==> config.mk <==
export PLATFORM = sky130hd
export DESIGN_NAME = sevenseg_capture
export DESIGN_NICKNAME = d
export VERILOG_FILES = /design/src/rtl/sevenseg_capture.sv
export SDC_FILE = /design/constraint.sdc
export NUM_CORES = 1
export LEC_CHECK = 0
export BUFFER_PORTS_ARGS = -buffer_cell sky130_fd_sc_hd__buf_2
export CORE_AREA = 2 2 60 118
export CTS_BUF_LIST = sky130_fd_sc_hd__clkbuf_16
export DETAILED_ROUTE_END_ITERATION = 7
export DIE_AREA = 0 0 62 120
export PLACE_DENSITY_LB_ADDON = 0.12
export SYNTH_ARGS = -nofsm -noshare
export SYNTH_HDL_FRONTEND = slang
export SYNTH_SLANG_ARGS = --single-unit
==> constraint.sdc <==
create_clock -name clk -period 2.3 [get_ports clk]
set_clock_uncertainty 0.1 [all_clocks]
set_input_delay 0.69 -clock clk [delete_from_list [all_inputs] [get_ports clk]]
set_output_delay 0.69 -clock clk [all_outputs]
set_load 0.03 [all_outputs]
==> src/rtl/sevenseg_capture.sv <==
// rtl/sevenseg_capture.sv - seven-segment display bus reader: debounce, decode, frame assembly
module sevenseg_capture #(
    parameter int NUM_DIGITS    = 4,
    parameter int STABLE_CYCLES = 4
) (
    input  logic                    clk,
    input  logic                    rst,
    input  logic [6:0]              bar_in,
    input  logic [NUM_DIGITS-1:0]   digit_sel,
    output logic [4*NUM_DIGITS-1:0] value,
    output logic                    value_valid,
    output logic [NUM_DIGITS-1:0]   digit_mask,
    output logic                    pattern_err,
    output logic [2:0]              err_digit,
    output logic [7:0]              err_count
);

    localparam int                    SW     = 7 + NUM_DIGITS;
    localparam logic [7:0]            STABLE = 8'(STABLE_CYCLES);
    localparam logic [NUM_DIGITS-1:0] ONE    = NUM_DIGITS'(1);

    logic [SW-1:0]           s;
    logic [7:0]              run;
    logic [4*NUM_DIGITS-1:0] digits;

    logic [SW-1:0]           sample;
    logic                    match;
    logic [7:0]              run_next;
    logic                    accept;
    logic                    onehot;
    logic [2:0]              sel_idx;
    logic [4:0]              dec;
    logic                    frame_done;
    logic [NUM_DIGITS-1:0]   mask_next;

    // Returns {valid, nibble}; anything outside the hex glyph set is invalid.
    function automatic logic [4:0] decode(input logic [6:0] p);
        case (p)
            7'h3F:   decode = 5'h10;
            7'h06:   decode = 5'h11;
            7'h5B:   decode = 5'h12;
            7'h4F:   decode = 5'h13;
            7'h66:   decode = 5'h14;
            7'h6D:   decode = 5'h15;
            7'h7D:   decode = 5'h16;
            7'h07:   decode = 5'h17;
            7'h7F:   decode = 5'h18;
            7'h6F:   decode = 5'h19;
            7'h77:   decode = 5'h1A;
            7'h7C:   decode = 5'h1B;
            7'h39:   decode = 5'h1C;
            7'h5E:   decode = 5'h1D;
            7'h79:   decode = 5'h1E;
            7'h71:   decode = 5'h1F;
            default: decode = 5'h00;
        endcase
    endfunction

    always_comb begin
        sample   = {bar_in, digit_sel};
        match    = (sample == s);
        run_next = !match ? 8'd1 : ((run == STABLE) ? run : run + 8'd1);
        // Saturation at STABLE means a held pattern is accepted exactly once.
        accept   = (run_next == STABLE) && (run != STABLE);
        onehot   = (digit_sel != '0) && ((digit_sel & (digit_sel - ONE)) == '0);
        dec      = decode(bar_in);
        sel_idx  = 3'd0;
        for (int i = 0; i < NUM_DIGITS; i++) begin
            if (digit_sel[i]) sel_idx = 3'(i);
        end
        frame_done = (digit_mask == '1);
        mask_next  = frame_done ? '0 : digit_mask;
        if (accept && onehot && dec[4]) mask_next = mask_next | digit_sel;
    end

    always_ff @(posedge clk or negedge rst) begin
        if (!rst) begin
            s           <= '0;
            run         <= '0;
            digits      <= '0;
            value       <= '0;
            value_valid <= 1'b0;
            digit_mask  <= '0;
            pattern_err <= 1'b0;
            err_digit   <= 3'd0;
            err_count   <= 8'd0;
        end else begin
            s           <= sample;
            run         <= run_next;
            value_valid <= 1'b0;
            pattern_err <= 1'b0;
            digit_mask  <= mask_next;
            // Publish the digits as they stood before any capture on this edge.
            if (frame_done) begin
                value       <= digits;
                value_valid <= 1'b1;
            end
            if (accept && onehot) begin
                if (dec[4]) begin
                    for (int i = 0; i < NUM_DIGITS; i++) begin
                        if (digit_sel[i]) digits[i*4 +: 4] <= dec[3:0];
                    end
                end else begin
                    pattern_err <= 1'b1;
                    err_digit   <= sel_idx;
                    if (err_count != 8'hFF) err_count <= err_count + 8'd1;
                end
            end
        end
    end

endmodule

### Word level (Yosys, flattened, before mapping)

Index checks and enable logic that the tools add are counted.

* bits in registers: 68
* bits in latches: 0
* memory bits (writable): 0
* ROM bits: 0
* output and inout port bits: 33
* word-level logic and storage cells: 63
* memories kept: 0

* add/sub/neg operators: 3
* multipliers: 0
* divide/modulo/power cells: 0
* $lt $le $gt $ge: 0
* equal/unequal tests: 22
* shift-type cells: 0
* muxes and demuxes: 11
* bitwise operators: 3
* reductions and logical operators: 12

Operator list (count)
* 7-bit equality test (second input constant): 12
* 5-bit one-hot mux with 16 select lines: 1
* 8-bit by 1-bit adder with 8-bit output (second input constant): 2
* 8-bit by 3-bit equality test with 1-bit output (second input constant): 2
* 8-bit 2-to-1 mux: 2
* 3-bit AND reduction: 5
* 7-bit by 3-bit equality test with 1-bit output (second input constant): 2
* 7-bit by 6-bit equality test with 1-bit output (second input constant): 2
* 11-bit equality test: 1
* 4-bit 2-to-1 mux: 2
* 8-bit by 3-bit != test with 1-bit output (second input constant): 1
* 8-bit != test (second input constant): 1
* 3-bit 2-to-1 mux: 2
* 4-bit AND: 1
* 4-bit equality test (second input constant): 1
* 1-bit logical AND: 4
* 4-bit zero test: 1
* 1-bit 2-to-1 mux: 4
* 4-bit OR: 1
* 4-bit nonzero test: 1
* 4-bit by 1-bit subtractor with 4-bit output (second input constant): 1
* 2-bit AND reduction: 1
* 1-bit inverter: 1

### Depth between registers and ports, before layout

Gate-level depths: netlist of the first run.

* depth in word-level cells: 8
* mapped depth: 9

### Worst setup path before layout of the first run

OpenSTA, ideal clock, no wires.

* kind: input to register
* start point: in bar_in[4]
* end point: reg digits[8]
* arrival: 2.514 ns
* setup slack: -0.439 ns
* cell stages on the path: 8
* path buffers: 2
* path through: buf_2 -> nand2_1 -> or4_4 -> o221a_4 -> nand3_4 -> or3b_1 -> buf_6 -> mux2_4

* longest elaborated chain between the ends: 6

Ends and longest elaborated chain
* from (decl): line 8 `input logic [6:0] bar_in,`
* 11-bit equality test: line 61 `match = (sample == s);`
* 8-bit 2-to-1 mux: line 62 `run_next = !match ? 8'd1 : ((run == STABLE) ? run : run + 8'd1);`
* 8-bit by 3-bit equality test with 1-bit output: line 64 `accept = (run_next == STABLE) && (run != STABLE);`
* 1-bit logical AND: line 64
* 1-bit logical AND: line 98 `if (accept && onehot) begin`
* 3-bit AND reduction (no source line)
* to (signal, indexed assignment): line 101 `if (digit_sel[i]) digits[i*4 +: 4] <= dec[3:0];`
* to (decl): line 24 `logic [4*NUM_DIGITS-1:0] digits;`

Parallel ways exist; a longest one is shown, timed or not.
A chain may end at the register's enable or synchronous reset.

### Worst setup path in the final report of the first run

* start point: reg run[0]
* end point: reg digits[9]

* longest elaborated chain between the ends: 7

Ends and longest elaborated chain
* from (decl): line 23 `logic [7:0] run;`
* from (signal assigned): line 89 `run <= run_next;`
* 8-bit by 1-bit adder with 8-bit output / 8-bit by 3-bit equality test with 1-bit output (equally long branches): line 62
* 8-bit 2-to-1 mux (2 in series): line 62
* 8-bit by 3-bit equality test with 1-bit output: line 64
* 1-bit logical AND *: line 64
* 1-bit logical AND *: line 98
* 3-bit AND reduction (no source line) *

Mark *: on every way between the ends. The rest lies on a longest branch, timed or not.

==> run summary, run 1 <==
The final period demand of the worst path is 2.33 ns. The die outline height came out at 120 um. For this run the aggregate overflow at the end of global routing stands at 0. The net switching power is 622 uW. The floorplan step set the die width to 62 um. Net switching is 22.7% of the power. Setup repair after global routing could not meet its margin everywhere.

Global routing consumed, over all layers together, 22.9% of the routing resources. The number of I/O port buffers is 44. Yosys printed 0 warnings.

In the layout the commonest cells are dfrtp_1 (65), buf_4 (65), nand2_1 (60). On the critical path the largest part of the delay comes from simple AND/OR/NAND/NOR gates. The total number of vias came out at 2615. The total power per unit cell area came out at 602 mW/mm^2. The cell-internal power is 2110 uW.

The sequential share of the synthesized area came out at 51.8%. The final worst setup slack is -0.0347 ns. For this design, the slowest cell found on the critical path is dfrtp_2.

TritonCTS built the clock tree. The number of antenna violations at the first check in global routing came out at 0. The via count normalized by instance count came out at 5.13. From synthesis to final layout, the design area changed by 40.3%. The cell sitting at the root of the clock tree is a clkbuf_16.

In the final layout, the share of cells above drive strength 1 is 41.7%. After detailed routing, the total wire length is 7420 um. The largest stage delay on the critical path is 0.44 ns. The reg-to-reg setup timing slack is -0.03 ns. The static leakage came out at 0.00227 uW. The worst setup path startpoint is run[0]. The detail-routed net length per standard cell is 14.6 um. The share of the clock period used by the worst path after layout is 102%. The total number of nets in the final design came out at 433. The number of slew-limit violations in the final report came to 0. The number of global-route vias before repair is 2753. The peak supply drop came out at 0.000546 V.

The first global-routing pass estimated 12500 um of wire. The CTS buffer count is 9. The final reports fail on setup timing.

The first detailed-routing pass ran for 4 iterations. Max-cap violations in this run came to 0. Of all cell types, the one taking the most synthesized area is dfrtp_1. STA classifies the critical path startpoint as a register. The initial utilization of the core area, before any placement, comes to 49.3%. The count of endpoints failing hold in the final timing report is 0. The flow ran to the end, but the final reports show violations. The async set-reset flop share out of synthesis came out at 100%. After technology mapping, the gate count stands at 312.

The fraction of power consumed by combinational cells is 7.3%. The clock slew seen by the registers of the worst setup and hold paths is 0.06 ns. The start of the worst register-to-register path is run[0]. The worst setup slack after placement is -0.500 ns. The sum of negative setup slack came out at -0.135 ns. The number of buffers and inverters on the critical path came out at 2.

The required time of the worst setup path is 2.42 ns. The mean cell area of the mapped netlist is 10.4 sq um. The final RePlAce weighted congestion is 0.870. In the synthesized netlist the dominant register cell turns out to be dfrtp_1. The placement row count came out at 42.

The worst slew margin relative to its limit is 34.0%. In this run the biggest area consumer among cell types represents 51.8% of the synthesized area. The signal on the critical path passes through inv_1 -> ha_4 -> nor3_2 -> o211ai_1 -> nor2_1 -> buf_4 -> nand3b_4 -> or3b_4 -> mux2_4. In this run the worst hold path is classified as input port to asynchronous set/reset pin. Across all hold checks on the routed design, the worst slack comes to 0.261 ns. Pin placement for this block handled 46 I/O pins. The worst path arrival time is 2.45 ns.

The worst setup path is of the register to register kind. The sequential share of power came out at 43.7%. Summing every instance area after synthesis gives 0.00324 sq mm. The count of inserted antenna diode cells is 0. The synthesized net count came out at 328. The maximum count of clock buffers along a single path is 2. The worst-skew pair later-pin latency came out at 0.33 ns. The number of levels the H-tree was split into is 3. Once detail routing completed, the nets flagged for antenna violations numbered 0. Derived from the worst setup path, the maximum achievable clock frequency is 428 MHz. The area of the core came out at 0.00657 sq mm. Setup violations remaining at the end of the flow were counted as 6.

The pin count of the biggest net entering global routing came out at 68. Of all nets on the critical path, the largest fanout is 4. The placed wire-length estimate after detailed placement is 5260 um. The transition time at the pin with the least slew margin is 0.986 ns. Counting flops with a built-in enable in the synthesized netlist gives 0. After detailed routing, the number of remaining DRC violations is 0. The number of cells on the worst reg-to-reg path came out at 9. The worst register-to-register path ends at digits[9]. The fraction of power consumed by the clock network is 49.0%.

The flop and latch count out of synthesis came out at 67. The number of distinct standard cells referenced by the synthesized netlist is 58. STA classifies the critical path endpoint as a register. The number of sinks on the clock net came out at 67. The die covers 0.00744 sq mm. After synthesis, the cell types taking the most area are dfrtp_1 (52%), nand2_1 (7.2%), xor2_1 (5.1%), mux2_2 (2.8%), xnor2_1 (1.9%). The number of violations reported at the end of detailed-routing iteration 0 came out at 145.
[worst max path at each step]
stage | end | slack [ns] | depth (start not counted)
finish | digits[9] | -0.03 | 9
global route | err_count[6] | -0.16 | 10
CTS | digits[9] | -0.02 | 9
detailed placement | digits[9] | -0.50 | 8
global placement | digits[8] | -0.48 | 8
floorplan | digits[8] | -0.41 | 9
[worst reg2reg max path, delay by kind of cell, from the launching register on]
kind                       cells  cell delay [ns]
DFF                            1             0.44
muxes                          1             0.31
AOI/OAI and AO/OA              1             0.12
and+or+nand+nor                4             0.74
buffers and inverters          2             0.28
adders and majority gates      1             0.23
[layer usage]
metal,vias to the layer above,global-route usage (%),share of wire (%)
li1,1279,-,-
met1,1273,24.3,38
met2,49,40.4,58
met3,14,5.17,2.7
met4,0,9.97,2.2
met5,-,0,0
[power by group through the flow]
stage               clock network, uW  logic, uW  registers [uW]
floorplan                           0       90.7            1210
global placement                    0        185            1210
detailed placement                  0        186            1210
CTS                              1360        198            1190
global route                     1430        222            1190
finish                           1340        201            1190
[stage by stage]
stage	utilization, %	instances	cell area [sq um]	total power [uW]
2_1_floorplan	-	312	3330	1300
3_3_place_gp	61.2	490	4020	1400
3_5_place_dp	61.2	490	4020	1400
4_1_cts	67.8	510	4460	2750
5_1_grt	69.2	510	4550	2850
6_report	69.2	510	4550	2740
[flip-flops by register name (all words and copies together), names as in the netlist]
signal       flops
digit_mask       4
digits          16
err_count        8
err_digit        2
pattern_err      1
run              8
s               11
value           16
value_valid      1
[Yosys cell counts (all sizes together) (3+ instances only)]
cell type  count
a21oi          3
inv           12
ha             3
clkbuf         8
nor3           7
dfrtp         67
nand2b         9
nor4           8
buf           11
xor2          19
nor2          15
o211ai         3
o21ai          4
nor4b          4
nand2         62
and3           4
mux2          10
xnor2          7
o2bb2ai        6
a31oi          4
mux2i          5
nand3         12
[final cells by class]
cell class / count / area [sq um]
tap: 88 / 110
sequential: 67 / 1680
inverter: 12 / 47.5
clock inverter: 7 / 67.6
clock buffer: 9 / 225
fill: 514 / 2020
timing repair buffer: 113 / 801
multi-input combinational: 214 / 1620
[repair_timing]
| item | in CTS | in global routing |
|---|---|---|
| hold buffers | 0 | 0 |
| setup buffers | 4 | 0 |
| endpoints found under the hold margin | 0 | 0 |
| resized for setup | 25 | 17 |
| pin swaps | 13 | 11 |
| cloned | 0 | 0 |
| endpoints found under the setup margin | 25 | 30 |
[cell families (layout without fill, tap and decap cells)]
kind of cell / Yosys count / count (layout) / share of synthesized area, %
buf+inv: 31 / 141 / 4.79
fa+ha+maj: 3 / 3 / 1.16
simple gates: 134 / 134 / 21.6
xor+xnor: 26 / 26 / 7.03
mux: 15 / 15 / 5.25
flops: 67 / 67 / 51.8
compound gates: 35 / 35 / 8.34
other cells: 1 / 1 / 0.116
No activity file was read; power rests on OpenSTA's default activity.
==> run 2: changes to the inputs <==
--- a/config.mk
+++ b/config.mk
@@ -6,10 +6,10 @@
 export NUM_CORES = 1
 export LEC_CHECK = 0
 export BUFFER_PORTS_ARGS = -buffer_cell sky130_fd_sc_hd__buf_2
-export CORE_AREA = 2 2 60 118
-export CTS_BUF_LIST = sky130_fd_sc_hd__clkbuf_16
+export CORE_AREA = 2 2 59 116
+export CTS_BUF_LIST = sky130_fd_sc_hd__clkbuf_4 sky130_fd_sc_hd__clkbuf_8
 export DETAILED_ROUTE_END_ITERATION = 7
-export DIE_AREA = 0 0 62 120
+export DIE_AREA = 0 0 61 118
 export PLACE_DENSITY_LB_ADDON = 0.12
 export SYNTH_ARGS = -nofsm -noshare
 export SYNTH_HDL_FRONTEND = slang
==> run summary, run 2 (same netlist as run 1, synthesis figures left out) <==
The flow ran to the end, but the final reports show violations. The checks that failed: setup timing. The fraction of power consumed by combinational cells came to 8.6% (+1.3 points). The critical path goes through buf_2 -> inv_1 -> or4_4 -> o221a_4 -> nand3_4 -> or3b_4 -> mux2_4. The number of levels the H-tree was split into was 3 (unchanged). The fraction of power consumed by the clock network came out at 39.5% (-9.5 points). The final standard cell count with taps included and fillers excluded is 506 (-0.78%). The die outline height came to 118 um (-1.7%). The I/O pin total is 46 (unchanged). Setup repair after global routing could not meet its margin everywhere. The maximum count of clock buffers along a single path is 2 (unchanged). The required time of the worst setup path came out at 2.45 ns (+0.03 ns). The count of endpoints failing hold in the final timing report came out at 0 (unchanged). The peak supply drop is 0.000381 V (-30%). In the final layout, the registers with the most flip-flops are digits: 16 flops, value: 16 flops, s: 11 flops.

The number of slew-limit violations in the final report came to 0 (unchanged). The starting density of the core came out at 51.3% (+2.0 points). The placement row count came to 41 (-2.4%). The final RePlAce weighted congestion is 0.870 (unchanged). The number of routed nets with antenna violations came out at 0 (unchanged). The number of hold-repair buffers added at the cts stage came to 0 (unchanged). TritonCTS built the clock tree. The tightest min-delay check is of the input port to asynchronous set/reset pin type. The max-cap violation count was 0 (unchanged). The die extent in x was 61 um (-1.6%). The sequential share of power came out at 51.9% (+8.2 points). The critical path in this run is classified as input port to register. The fraction of final layout cells with drive strength greater than 1 is 41.4% (-0.28 points).

The via count normalized by instance count came out at 5.17 (+0.79%). The largest stage delay on the critical path is 0.53 ns (+0.09 ns). The area of the die came out at 0.00720 sq mm (-3.3%). The net switching power is 566 uW (-9.0%). The total power per unit cell area is 527 mW/mm^2 (-12%). The placed wire-length estimate after detailed placement came to 5630 um (+7.0%). The switching share of power came to 24.6% (+1.9 points).

The first-pass GRT wire length was 12300 um (-2.0%). The aggregate global-route resource usage is 23.2% (+0.26 points). The most common cell after layout, fill and taps aside is dfrtp_1. The number of global-route vias before repair was 2677 (-2.8%).

The number of DRC violations after detailed routing is 0 (unchanged). The sort of element at the start of the critical path is an input port. The share of the clock period used by the worst path after layout came to 102% (+0.57 points). The worst slew margin relative to its limit came out at 41.2% (+7.2 points). The number of antenna violations at the first check in global routing is 0 (unchanged).

The final worst setup slack was -0.0477 ns (-0.0130 ns). The worst path arrival time is 2.49 ns (+0.04 ns). The post-layout total power is 2300 uW (-16%). The detail-routed net length per standard cell came out at 14.9 um (+2.1%). The filler cell count in the final layout was 514 (unchanged). The final period demand of the worst path is 2.35 ns (+0.0130 ns).

The worst-skew pair later-pin latency is 0.36 ns (+0.03 ns). The final-report setup violation count is 5 (-1). The final standard cell utilization of the core was 69.1% (about the same). The pin count of the biggest net entering global routing came out at 39 (-43%). The cell at the root of the clock tree is clkbuf_8. The number of placed cells counting well taps came out at 487 (-0.61%). The static leakage came to 0.00220 uW (-3.3%). The category of the worst setup path capture point is a register. The total number of vias was 2615 (unchanged). The transition time at the pin with the least slew margin came to 0.879 ns (-0.107 ns). The area growth from synthesis to layout came out at 34.7%.

The post-route worst hold slack came out at 0.123 ns (-0.138 ns). The maximum fanout count along the critical path came out at 5 (+1). The cell-internal power came out at 1730 uW (-18%). The clock slew seen by the registers of the worst setup and hold paths came to 0.07 ns (about the same). The remaining global-route overflow came out at 0 (unchanged). In the layout the commonest cells are dfrtp_1 (65), buf_4 (63), nand2_1 (61). The standard cell with the maximum stage delay on the critical path is or4_4. The worst setup slack after placement came to -0.476 ns (+0.0237 ns). The total number of nets in the final design is 431 (-0.46%).

The number of sinks on the clock net came to 67 (unchanged). The CTS buffer count came to 9 (unchanged). The number of I/O port buffers came out at 44 (unchanged). The number of optimization iterations in the first detailed-route pass is 4 (unchanged). The count of inserted antenna diode cells is 0 (unchanged). The total detailed-routing wirelength is 7520 um (+1.3%). The area of the core came out at 0.00631 sq mm (-3.9%). The number of violations reported at the end of detailed-routing iteration 0 is 128 (-12%). The maximum operating frequency came out at 426 MHz (-0.55%).
-- run 2: changes by cell type in the layout (fill, tap and decap cells not counted), sizes merged --
cell / before / now
clkbuf: 9 / 12
inv: 13 / 12
clkinv: 3 / 2
buf: 113 / 111
bufinv: 1 / 0
-- run 2: what timing repair did --
item,in CTS,in global routing
resized for setup,16,18
endpoints found under the setup margin,29,25
pin swaps,6,14
setup buffers,2,1
-- run 2: per-stage QoR --
step	cell area [sq um]	setup TNS (ns)
finish	4360	-0.100
global route	4360	-1.05
CTS	4280	-0.118
detailed placement	4010	-10.59
global placement	4010	-10.14
floorplan	3330	-5.54
-- run 2: area by class of cell --
class | count | area [sq um] | area share, %
inverters | 12 | 47.5 | 1.09
clock buffers | 12 | 159 | 3.64
well taps | 86 | 108 | 2.47
multi-input cells | 214 | 1590 | 36.5
repair buffers | 111 | 753 | 17.3
flip-flops and latches | 67 | 1680 | 38.5
clock inverters | 4 | 25.0 | 0.574
-- run 2: power groups by stage --
stage,clock network [uW],registers [uW],logic (uW)
global route,975,1190,219
CTS,940,1190,192
detailed placement,0,1210,187
floorplan,0,1210,90.7
finish,908,1190,198
global placement,0,1210,185
-- run 2: worst paths after layout --
| check | from | end | depth (start not counted) | slack (ns) |
|---|---|---|---|---|
| worst max register to register | run[0] | digits[8] | 9 | -0.04 |
| worst min-delay path | rst | err_count[5] | 1 | 0.12 |
| min in group clk | value[12] | value[12] | 2 | 0.37 |
| max in group asynchronous | rst | run[0] | 2 | 1.40 |
| worst max-delay path | bar_in[6] | digits[8] | 7 | -0.05 |
| worst min register to register | value[12] | value[12] | 2 | 0.37 |
-- run 2: worst max-delay path: cells and delay by family --
| kind | cells | cell delay [ns] |
|---|---|---|
| and+or+nand+nor | 3 | 1.04 |
| muxes | 1 | 0.31 |
| buffers and inverters | 2 | 0.16 |
| AOI/OAI and AO/OA | 1 | 0.29 |
-- run 2: routing by layer --
layer,global-route usage [%],part of all wire [%],routed length (um),up-vias
met4,11.1,2.5,191,0
met3,5.49,3.5,262,16
met2,41.3,58,4360,58
met5,0,0,0,-
li1,-,-,-,1267
met1,23.6,36,2700,1274
==> run 3: changes to the inputs <==
--- a/config.mk
+++ b/config.mk
@@ -5,6 +5,7 @@
 export SDC_FILE = /design/constraint.sdc
 export NUM_CORES = 1
 export LEC_CHECK = 0
+export ABC_AREA = 1
 export BUFFER_PORTS_ARGS = -buffer_cell sky130_fd_sc_hd__buf_2
 export CORE_AREA = 2 2 59 116
 export CTS_BUF_LIST = sky130_fd_sc_hd__clkbuf_4 sky130_fd_sc_hd__clkbuf_8
==> run summary, run 3 <==
The category of the worst setup path capture point is a register. The number of levels the H-tree was split into is 3 (unchanged). The die outline height came out at 118 um (unchanged). The register area is 0.00168 sq mm (about the same). The final period demand of the worst path came out at 2.19 ns (-0.159 ns).

The pin count of the biggest net entering global routing is 68 (+74%). The worst slew margin relative to its limit is 59.3% (+18 points). The number of hold-repair buffers added at the cts stage came out at 0 (unchanged). The via count normalized by instance count is 4.82 (-6.7%). STA classifies the critical path startpoint as a register. The placement row count came to 41 (unchanged).

The flop and latch count out of synthesis came out at 67 (unchanged). The filler cell count in the final layout came out at 574 (+12%). Among all flip-flop cells after synthesis, the most frequent one is dfrtp_1.

The number of distinct standard cells referenced by the synthesized netlist came out at 31 (-47%). TritonCTS built the clock tree. The sum of negative setup slack is 0 ns (+0.100 ns). The tightest min-delay check is of the input port to asynchronous set/reset pin type. The largest stage delay on the critical path is 0.42 ns (-0.11 ns). The max-cap violation count is 0 (unchanged). The required time of the worst setup path was 2.44 ns (about the same). The area of the core is 0.00631 sq mm (unchanged). The number of violations reported at the end of detailed-routing iteration 0 came to 109 (-15%). The count of flip-flops with a built-in enable after synthesis is 0 (unchanged). The async set-reset flop share out of synthesis came out at 100% (unchanged).

The total detailed-routing wirelength is 6770 um (-9.9%). The share of the synthesized area in the top cell type is 51.6% (-0.12 points). The aggregate global-route resource usage is 20.5% (-2.6 points). The post-route worst hold slack was 0.248 ns (+0.125 ns).

The fraction of final layout cells with drive strength greater than 1 is 26.1% (-15 points). The cell family with the largest share of critical-path delay is simple AND/OR/NAND/NOR gates. The synthesis warning total came to 0 (unchanged). The static leakage came out at 0.00225 uW (+2.1%). The number of sinks on the clock net is 67 (unchanged).

The number of buffers and inverters on the critical path came out at 1 (-1). The critical path is of the register to register type. The number of antenna violations at the first check in global routing came to 0 (unchanged).

The clock slew seen by the registers of the worst setup and hold paths is 0.07 ns (about the same). The final standard cell utilization of the core came out at 64.4% (-4.7 points). Compared with the post-synthesis result, the final layout area differs by 25.2%. The mean cell area of the mapped netlist is 7.96 sq um (-23%).

The number of optimization iterations in the first detailed-route pass is 4 (unchanged). Traced cell by cell, the critical path runs through ha_2 -> nand2_2 -> buf_6 -> nor2_4 -> nand2_2 -> xnor2_2 -> nor2_2 -> nand3_4 -> nor2_8 -> nand2_4 -> o21ai_1 -> nand2_1. The number of placed cells counting well taps came out at 558 (+15%).

Setup repair after global routing could not meet its margin everywhere. The maximum operating frequency was 457 MHz (+7.2%). The number of global-route vias before repair came to 2581 (-3.6%). The share of the clock period used by the worst path after layout is 95.2% (-6.9 points). The cell type with the highest occurrence count on the critical path is nand2_2. The largest total area in the synthesized netlist belongs to dfrtp_1. The first-pass GRT wire length was 11100 um (-9.7%). The number of I/O port buffers was 44 (unchanged). The final RePlAce weighted congestion was 0.897 (+3.2%). The die extent in x is 61 um (unchanged). Yosys attributes the largest share of cell area to dfrtp_1 (52%), nand2_1 (17%), nor2_1 (5.9%), inv_1 (4.7%), nand4_1 (2.9%). The final-report setup violation count is 0 (-5). The number of routed nets with antenna violations came out at 0 (unchanged).

The sequential share of the synthesized area is 51.6% (-0.12 points). The synthesized net count is 424 (+29%). The gate count after technology mapping is 408 (+31%). The worst setup slack after placement came out at -0.151 ns (+0.325 ns). The final worst setup slack came to 0.111 ns (+0.159 ns).

In the layout the commonest cells are nand2_1 (143), dfrtp_1 (66), nor2_1 (45). The peak supply drop was 0.000508 V (+33%). The number of DRC violations after detailed routing came to 0 (unchanged). The area used by multi-input combinational logic is 0.00144 sq mm (-9.3%). The total number of nets in the final design is 502 (+16%). The post-synthesis instance area is 0.00325 sq mm (+0.23%). The run finished with clean final reports. The maximum count of clock buffers along a single path is 2 (unchanged).

The placed wire-length estimate after detailed placement came to 4920 um (-13%). The total number of vias is 2783 (+6.4%). The count of inserted antenna diode cells came to 0 (unchanged).

The starting density of the core came to 51.5% (+0.12 points). The CTS buffer count is 9 (unchanged). The most frequent cell after synthesis is nand2_1. The final standard cell count with taps included and fillers excluded is 577 (+14%). By count the netlist is led by nand2_1 (147), dfrtp_1 (67), nor2_1 (51), inv_1 (41), nand3_1 (18). The area of the die came out at 0.00720 sq mm (unchanged). The number of slew-limit violations in the final report was 0 (unchanged). The detail-routed net length per standard cell came to 11.7 um (-21%). The worst-skew pair later-pin latency came out at 0.35 ns (about the same). The worst path arrival time came out at 2.33 ns (-0.16 ns). The remaining global-route overflow is 0 (unchanged). The I/O pin total is 46 (unchanged).

The cell sitting at the root of the clock tree is a clkbuf_8. The largest individual stage delay along the critical path comes from the cell dfrtp_1. The count of endpoints failing hold in the final timing report is 0 (unchanged).

In the final layout, the registers with the most flip-flops are digits: 16 flops, value: 16 flops, s: 11 flops. The transition time at the pin with the least slew margin came out at 0.604 ns (-0.275 ns). The maximum fanout count along the critical path came out at 8 (+3). The most common cell after layout, fill and taps aside is nand2_1. The total power per unit cell area came out at 575 mW/mm^2 (+9.1%).
run 3: cell count changes after synthesis, moves of 13 or more:
cell	before	now
nand2_1	62	147
inv_1	11	41
xor2_1	19	2
nand4_1	2	15
nor2_1	14	51
run 3: metal layers:
layer  global-route usage (%)  up-vias  wire (um)
li1                         -     1426          -
met1                     21.3     1272       2610
met2                     35.4       69       3650
met3                     4.95       16        267
met4                     11.7        0        240
met5                        0        -          0
run 3: path summary, 6_finish.rpt:
check                                from           end  slack (ns)  cells past startpoint
worst max-delay path               run[1]  err_count[6]        0.11                     12
worst max register to register     run[1]  err_count[6]        0.11                     12
max in group asynchronous             rst        run[2]        1.56                      2
worst min-delay path                  rst        run[3]        0.25                      2
min in group clk                digits[9]      value[9]        0.37                      2
worst min register to register  digits[9]      value[9]        0.37                      2
run 3: stage by stage:
step	instance area, sq um	power [uW]
after CTS	3950	2370
after detailed placement	3740	1350
after global routing	4060	2430
final	4060	2340
after global placement	3740	1350
after floorplan	3250	1280
run 3: layout make-up:
type                       instances  share of cell area [%]
clock buffer                      12                    3.91
clock inverter                     4                    1.20
inverter                          47                    4.34
tap                               86                    2.65
timing repair buffer              72                    11.1
multi-input combinational        289                    35.5
sequential                        67                    41.3
run 3: power by group:
part	switching [uW]	internal, uW
clock network	437	570
logic	89.8	47.1
registers	4.44	1190
run 3: cells by family after synthesis:
| logic type | after synthesis | share of synthesized area [%] |
|---|---|---|
| and+or+nand+nor | 255 | 35.0 |
| DFF | 67 | 51.6 |
| buffers and inverters | 52 | 6.36 |
| AOI/OAI and AO/OA | 22 | 3.62 |
| xor gates and xnor gates | 8 | 2.16 |
| adders and majority gates | 3 | 1.16 |
| other | 1 | 0.115 |
run 3: what timing repair did:
action	CTS	global route
gates resized for setup	0	24
setup endpoints to repair	0	27
setup buffers	0	3
run 3: worst register-to-register path: stages, from the launching register on:
cell	delay, ns
dfrtp_1	0.42
ha_2	0.24
nand2_2	0.07
buf_6	0.12
nor2_4	0.07
nand2_2	0.06
xnor2_2	0.16
nor2_2	0.16
nand3_4	0.19
nor2_8	0.20
nand2_4	0.11
o21ai_1	0.13
nand2_1	0.06
